`src/rtl/keypad_scanner_pkg.sv`:
```
// Shared types and constants for the 4x3 keypad scanner.
// Pure declarations: no latency, no flow control.
package keypad_scanner_pkg;

   typedef enum logic [1:0] {
      SCAN     = 2'd0,
      DEBOUNCE = 2'd1,
      HELD     = 2'd2,
      RELEASE  = 2'd3
   } state_t;

   localparam logic [3:0] KEY_STAR  = 4'hA;
   localparam logic [3:0] KEY_HASH  = 4'hB;
   localparam logic [3:0] ROW_RESET = 4'b1110;

   // Position of the driven (low) row; a malformed row pattern maps to row 0.
   function automatic logic [1:0] row_index(input logic [3:0] row_pat);
      logic [1:0] idx;
      idx = 2'd0;
      if (!row_pat[0])      idx = 2'd0;
      else if (!row_pat[1]) idx = 2'd1;
      else if (!row_pat[2]) idx = 2'd2;
      else if (!row_pat[3]) idx = 2'd3;
      return idx;
   endfunction

endpackage

```
`src/rtl/keypad_scanner_encoder.sv`:
```
// Combinational {row index, column pattern} -> {valid, key code}; zero latency.
// Valid only when exactly one column is low; no flow control.
module keypad_encoder
   import keypad_scanner_pkg::*;
(
   input  logic [1:0] row_idx,
   input  logic [2:0] col_pat,
   output logic       valid,
   output logic [3:0] code
);

   logic [1:0] col_idx;

   always_comb begin
      valid   = 1'b0;
      col_idx = 2'd0;
      case (col_pat)
         3'b110:  begin valid = 1'b1; col_idx = 2'd0; end
         3'b101:  begin valid = 1'b1; col_idx = 2'd1; end
         3'b011:  begin valid = 1'b1; col_idx = 2'd2; end
         default: begin valid = 1'b0; col_idx = 2'd0; end
      endcase
   end

   always_comb begin
      code = 4'h0;
      if (row_idx == 2'd3) begin
         case (col_idx)
            2'd0:    code = KEY_STAR;
            2'd1:    code = 4'h0;
            default: code = KEY_HASH;
         endcase
      end else begin
         // digit rows: 3*r + c + 1
         code = ({2'b00, row_idx} * 4'd3) + {2'b00, col_idx} + 4'd1;
      end
   end

endmodule

```
`src/rtl/keypad_scanner.sv`:
```
// Scans a 4x3 keypad, debounces press/release over scan ticks, emits code + dav level + strobe.
// Press confirmed on the DEBOUNCE_TICKS-th qualifying tick after a 2-clock sync; no backpressure.
module keypad_scanner
   import keypad_scanner_pkg::*;
#(
   parameter int SCAN_DIV       = 100000,
   parameter int DEBOUNCE_TICKS = 4
)(
   input  logic       clock,
   input  logic       reset,
   input  logic [2:0] col,
   output logic [3:0] row,
   output logic [3:0] key_data,
   output logic       dav,
   output logic       key_strobe
);

   localparam int DIVW = $clog2(SCAN_DIV);
   localparam int DEBW = $clog2(DEBOUNCE_TICKS + 1);
   localparam logic [DIVW-1:0] DIV_LAST = DIVW'(SCAN_DIV - 1);
   localparam logic [DEBW-1:0] DEB_DONE = DEBW'(DEBOUNCE_TICKS);
   localparam logic [DEBW-1:0] DEB_ONE  = DEBW'(1);

   logic [2:0]      col_m_q,      col_m_d;
   logic [2:0]      col_s_q,      col_s_d;
   logic [DIVW-1:0] div_q,        div_d;
   state_t          state_q,      state_d;
   logic [3:0]      row_q,        row_d;
   logic [DEBW-1:0] deb_q,        deb_d;
   logic [1:0]      cand_row_q,   cand_row_d;
   logic [2:0]      cand_col_q,   cand_col_d;
   logic [3:0]      key_data_q,   key_data_d;
   logic            dav_q,        dav_d;
   logic            strobe_q,     strobe_d;

   logic            tick;
   logic [DEBW-1:0] deb_inc;
   logic [1:0]      enc_row;
   logic [2:0]      enc_col;
   logic            enc_valid;
   logic [3:0]      enc_code;

   // While scanning, qualify the live sample; afterwards encode the latched candidate.
   assign enc_row = (state_q == SCAN) ? row_index(row_q) : cand_row_q;
   assign enc_col = (state_q == SCAN) ? col_s_q : cand_col_q;

   keypad_encoder u_encoder (
      .row_idx (enc_row),
      .col_pat (enc_col),
      .valid   (enc_valid),
      .code    (enc_code)
   );

   always_comb begin
      col_m_d    = col;
      col_s_d    = col_m_q;
      tick       = (div_q == DIV_LAST);
      div_d      = tick ? '0 : div_q + 1'b1;
      deb_inc    = deb_q + DEB_ONE;
      state_d    = state_q;
      row_d      = row_q;
      deb_d      = deb_q;
      cand_row_d = cand_row_q;
      cand_col_d = cand_col_q;
      key_data_d = key_data_q;
      dav_d      = dav_q;
      strobe_d   = 1'b0;

      case (state_q)
         SCAN: begin
            if (tick) begin
               if (enc_valid) begin
                  cand_row_d = row_index(row_q);
                  cand_col_d = col_s_q;
                  if (DEBOUNCE_TICKS == 1) begin
                     key_data_d = enc_code;
                     dav_d      = 1'b1;
                     strobe_d   = 1'b1;
                     deb_d      = '0;
                     state_d    = HELD;
                  end else begin
                     deb_d   = DEB_ONE;
                     state_d = DEBOUNCE;
                  end
               end else begin
                  row_d = {row_q[2:0], row_q[3]};
               end
            end
         end

         DEBOUNCE: begin
            if (tick) begin
               if (col_s_q == cand_col_q) begin
                  if (deb_inc == DEB_DONE) begin
                     key_data_d = enc_code;
                     dav_d      = 1'b1;
                     strobe_d   = 1'b1;
                     deb_d      = '0;
                     state_d    = HELD;
                  end else begin
                     deb_d = deb_inc;
                  end
               end else begin
                  deb_d   = '0;
                  state_d = SCAN;
               end
            end
         end

         HELD: begin
            if (tick && (col_s_q == 3'b111)) begin
               if (DEBOUNCE_TICKS == 1) begin
                  dav_d   = 1'b0;
                  deb_d   = '0;
                  state_d = SCAN;
               end else begin
                  deb_d   = DEB_ONE;
                  state_d = RELEASE;
               end
            end
         end

         RELEASE: begin
            if (tick) begin
               if (col_s_q == 3'b111) begin
                  if (deb_inc == DEB_DONE) begin
                     dav_d   = 1'b0;
                     deb_d   = '0;
                     state_d = SCAN;
                  end else begin
                     deb_d = deb_inc;
                  end
               end else begin
                  deb_d   = '0;
                  state_d = HELD;
               end
            end
         end

         default: begin
            deb_d   = '0;
            state_d = SCAN;
         end
      endcase
   end

   always_ff @(posedge clock or negedge reset) begin
      if (!reset) begin
         col_m_q    <= 3'b111;
         col_s_q    <= 3'b111;
         div_q      <= '0;
         state_q    <= SCAN;
         row_q      <= ROW_RESET;
         deb_q      <= '0;
         cand_row_q <= 2'd0;
         cand_col_q <= 3'b111;
         key_data_q <= 4'h0;
         dav_q      <= 1'b0;
         strobe_q   <= 1'b0;
      end else begin
         col_m_q    <= col_m_d;
         col_s_q    <= col_s_d;
         div_q      <= div_d;
         state_q    <= state_d;
         row_q      <= row_d;
         deb_q      <= deb_d;
         cand_row_q <= cand_row_d;
         cand_col_q <= cand_col_d;
         key_data_q <= key_data_d;
         dav_q      <= dav_d;
         strobe_q   <= strobe_d;
      end
   end

   assign row        = row_q;
   assign key_data   = key_data_q;
   assign dav        = dav_q;
   assign key_strobe = strobe_q;

endmodule

```
`config.mk`:
```
export PLATFORM = sky130hd
export DESIGN_NAME = keypad_scanner
export DESIGN_NICKNAME = d
export VERILOG_FILES = /design/src/rtl/keypad_scanner_pkg.sv /design/src/rtl/keypad_scanner_encoder.sv /design/src/rtl/keypad_scanner.sv
export SDC_FILE = /design/constraint.sdc
export NUM_CORES = 1
export LEC_CHECK = 0
export ABC_AREA = 1
export BUFFER_PORTS_ARGS = -buffer_cell sky130_fd_sc_hd__buf_2
export CAP_MARGIN = 10
export CORE_MARGIN = 5
export CORE_UTILIZATION = 59
export DETAILED_ROUTE_END_ITERATION = 8
export PLACE_DENSITY = 0.78
export SYNTH_ARGS = -nofsm -noshare
export SYNTH_HDL_FRONTEND = slang
export SYNTH_SLANG_ARGS = --single-unit
```
`constraint.sdc`:
```
create_clock -name clock -period 3.5 [get_ports clock]
set_clock_uncertainty 0.05 [all_clocks]
set_input_delay 0.175 -clock clock [delete_from_list [all_inputs] [get_ports clock]]
set_output_delay 0.175 -clock clock [all_outputs]
set_load 0.05 [all_outputs]
```
==> flow_summary.toml <==
[clock_tree]
cts_resized = 0
h-tree-depth = 2
path_clk_slew_ns = 0.08
clkLatencyLatePin_ns = 0.30
hold_buffers = 4
cts_tree = "done"
cts_setup_buffers = 0
clock_sinks = 43
cts_made_buffers = 5
ctsLongestPathBuffers = 2
cts-root-buf = "clkbuf_8"

[timing]
grt_setup_unrepaired = "no"
relSlewSlack_pct = 37.69
fin_ws_ns = 0.7872
post-route-min-period_ns = 2.713
fin_crit_sh_pct = 77.51
setup_viol = 0
tightest_slew_ns = 0.9347
drv_slew = 0
hold_violations = 0
finalSetupTns_ns = 0
timing.hold.ws_ns = 0.3056
fmax_mhz = 368.6

[critical_path]
rr_startpoint = "row[2]$_DFFE_PN1P_"
r2r_slack_ns = 0.79
cp-start-kind = "register"
r2r-end = "key_data[2]$_DFFE_PN0P_"
endpoint_kind = "register"
crit_required_ns = 3.68
path_max_fanout = 3
worst_ep_arrival_time_ns = 2.89
path_class = "register to register"
rr_worst_depth = 11

[power]
p_int_uw = 657.1
switchingPower_uw = 183.6
p_clk_share_pct = 35.5
seqPwrFrac_pct = 60.2
irDropWorstVdd_mv = 0.2838
powerDensity_nw_per_um2 = 320.0
power_frac_comb_pct = 4.4
p_leak_uw = 0.001373
power_uw = 840.7
p_sw_share_pct = 21.84

[placed_design]
place_ws_ns = 0.8106
hpwl_um = 3183
place.gp.congestion = 0.9279
portBuffers = 14

[routing]
firstDrtPassIters = 4
via_count = 1895
wirelength_um = 4297
drtAntennaViolNets = 0
drc = 0
wl_per_cell_um = 12.04
viasPerCell = 5.308
first_iter_violations = 175

[synth]
yosysWarningCount = 0
yosysTopAreaCellShare_pct = 32.56
synth-main-ff-cell = "dfrtp_1"
syn-num-nets = 296
avgSynthCellArea_um2 = 8.448
synth.distinct_cells = 33
async_flop_share_pct = 100.0
synth_edf_count = 0
synthCells = 282
syn_area_um2 = 2382
ys_seq_area_share_pct = 45.80
synth_top_area_cell = "dfrtp_1"
synth.ff_latch_count = 43
synth_area_leaders = "dfrtp_1 33%, dfstp_2 13%, nand2_1 12%"

[floorplanning]
die_area_um2 = 5409
core_area_um2 = 3971
boundaryPins = 15
fp-row-count = 23
die_height_um = 73.55
die_w_um = 73.55
initial_core_util_pct = 59.99

[hold_path]
min_to = "col_s_q[2]$_DFF_PN1_"
hold_start = "col_m_q[2]$_DFF_PN1_"
hp-class = "register to register"
hold_path_depth = 0

[layout]
antenna_cells = 0
nets = 320
area_growth_pct = 10.29
drive_above_1_share_pct = 20.85

[grt]
first_global_vias = 1773
grt_usage_pct = 18.45
antenna_found_initial = 0
grt_pass1_wl_um = 7810
grt_max_degree = 44
overflow = 0

[outcome]
status = "finished, final reports clean"

[run]
maxCapViolations = 0
==> power groups by stage <==
stage	Clock [uW]	Sequential [uW]	Combinational, uW
2_1_floorplan	0	514	19.4
3_3_place_gp	0	515	33.4
3_5_place_dp	0	515	34.3
4_1_cts	309	506	37.6
5_1_grt	329	506	42.9
6_report	298	506	36.7
==> worst max-delay path by stage <==
stage,from,end
floorplan,row[2]$_DFFE_PN1P_,key_data[2]$_DFFE_PN0P_
global placement,row[2]$_DFFE_PN1P_,key_data[2]$_DFFE_PN0P_
detailed placement,row[2]$_DFFE_PN1P_,key_data[2]$_DFFE_PN0P_
CTS,row[2]$_DFFE_PN1P_,key_data[2]$_DFFE_PN0P_
global route,row[2]$_DFFE_PN1P_,key_data[2]$_DFFE_PN0P_
finish,row[2]$_DFFE_PN1P_,key_data[2]$_DFFE_PN0P_
==> registers in the layout, summed over array words and instances, names as in the netlist <==
name / count
cand_col_q: 3
dav: 1
deb_q: 3
key_strobe: 1
cand_row_q: 2
key_data: 4
state_q: 2
col_s_q: 3
col_m_q: 3
div_q: 17
row: 4
==> synth_stat cells (2+ instances only) <==
library cell  instances
nor2_1               14
inv_2                 6
fa_1                  2
nand2_1              73
nand2_2               9
nand4_1               4
nand3_1              16
nand3_2               2
nor3_1                5
o21ai_0              16
o21ai_2               2
nand3_4               2
xor2_1                6
dfstp_2              12
a31oi_1               3
o21ai_1               3
dfrtp_1              31
nand2_4               4
ha_1                  7
a21oi_1              11
nor2_4                3
nor4_1                5
inv_1                35
nor2_2                2
==> layout by cell type (no fill, tap or decap), types with 2 or more instances in the layout <==
cell type,instances
clkbuf_8,5
nor2_4,3
buf_2,14
nand2_2,9
a21oi_1,11
nor3_1,5
dfrtp_1,31
fa_1,2
clkbuf_1,3
nand2_1,73
nand3_2,2
nand4_1,4
nor4_1,5
o21ai_0,16
nand3_4,2
dlygate4sd3_1,4
inv_1,35
nor2_1,14
ha_1,7
nand3_1,16
nor2_2,2
dfstp_2,12
xor2_1,6
a31oi_1,3
inv_2,6
nand2_4,4
o21ai_2,2
o21ai_1,3
==> critical path: stages, from the launching register on <==
cell and delay [ns]:
dfstp_2 0.54, inv_1 0.06, o21ai_0 0.14, nand2_1 0.08, o21ai_0 0.30, inv_1 0.11
fa_1 0.51, inv_1 0.06, fa_1 0.43, a21oi_1 0.15, o21ai_0 0.10, o21ai_1 0.12
==> metal layers <==
| metal | routed length [um] | global-route usage [%] | vias up |
|---|---|---|---|
| li1 | - | - | 962 |
| met1 | 2089 | 26.23 | 885 |
| met2 | 1912 | 27.46 | 42 |
| met3 | 243 | 3.420 | 6 |
| met4 | 51 | 8.048 | 0 |
| met5 | 0 | 0 | - |
==> cell families (layout without fill, tap and decap cells) <==
kind of cell,count (synthesis),after routing,synth area share (%)
simple gates,143,143,30.78
xor+xnor,7,7,2.574
buf+inv,42,67,6.775
fa+ha+maj,9,9,5.357
compound gates,38,38,8.719
flops,43,43,45.80
==> area by class of cell <==
type                    count  area [um2]
well taps                  50       62.56
multi-input cells         197        1130
fillers                   331        1344
flip-flops and latches     43        1091
repair buffers             18       110.1
inverters                  41       153.9
clock buffers               8       80.08
==> metrics by stage <==
step / utilization, % / instances / cell area (um2)
after floorplan: - / 282 / 2382
after global placement: 63.14 / 345 / 2507
after detailed placement: 63.14 / 345 / 2507
after CTS: 66.16 / 357 / 2628
after global routing: 66.16 / 357 / 2628
final: 66.16 / 357 / 2628
Power figures use the tool's default switching activity.
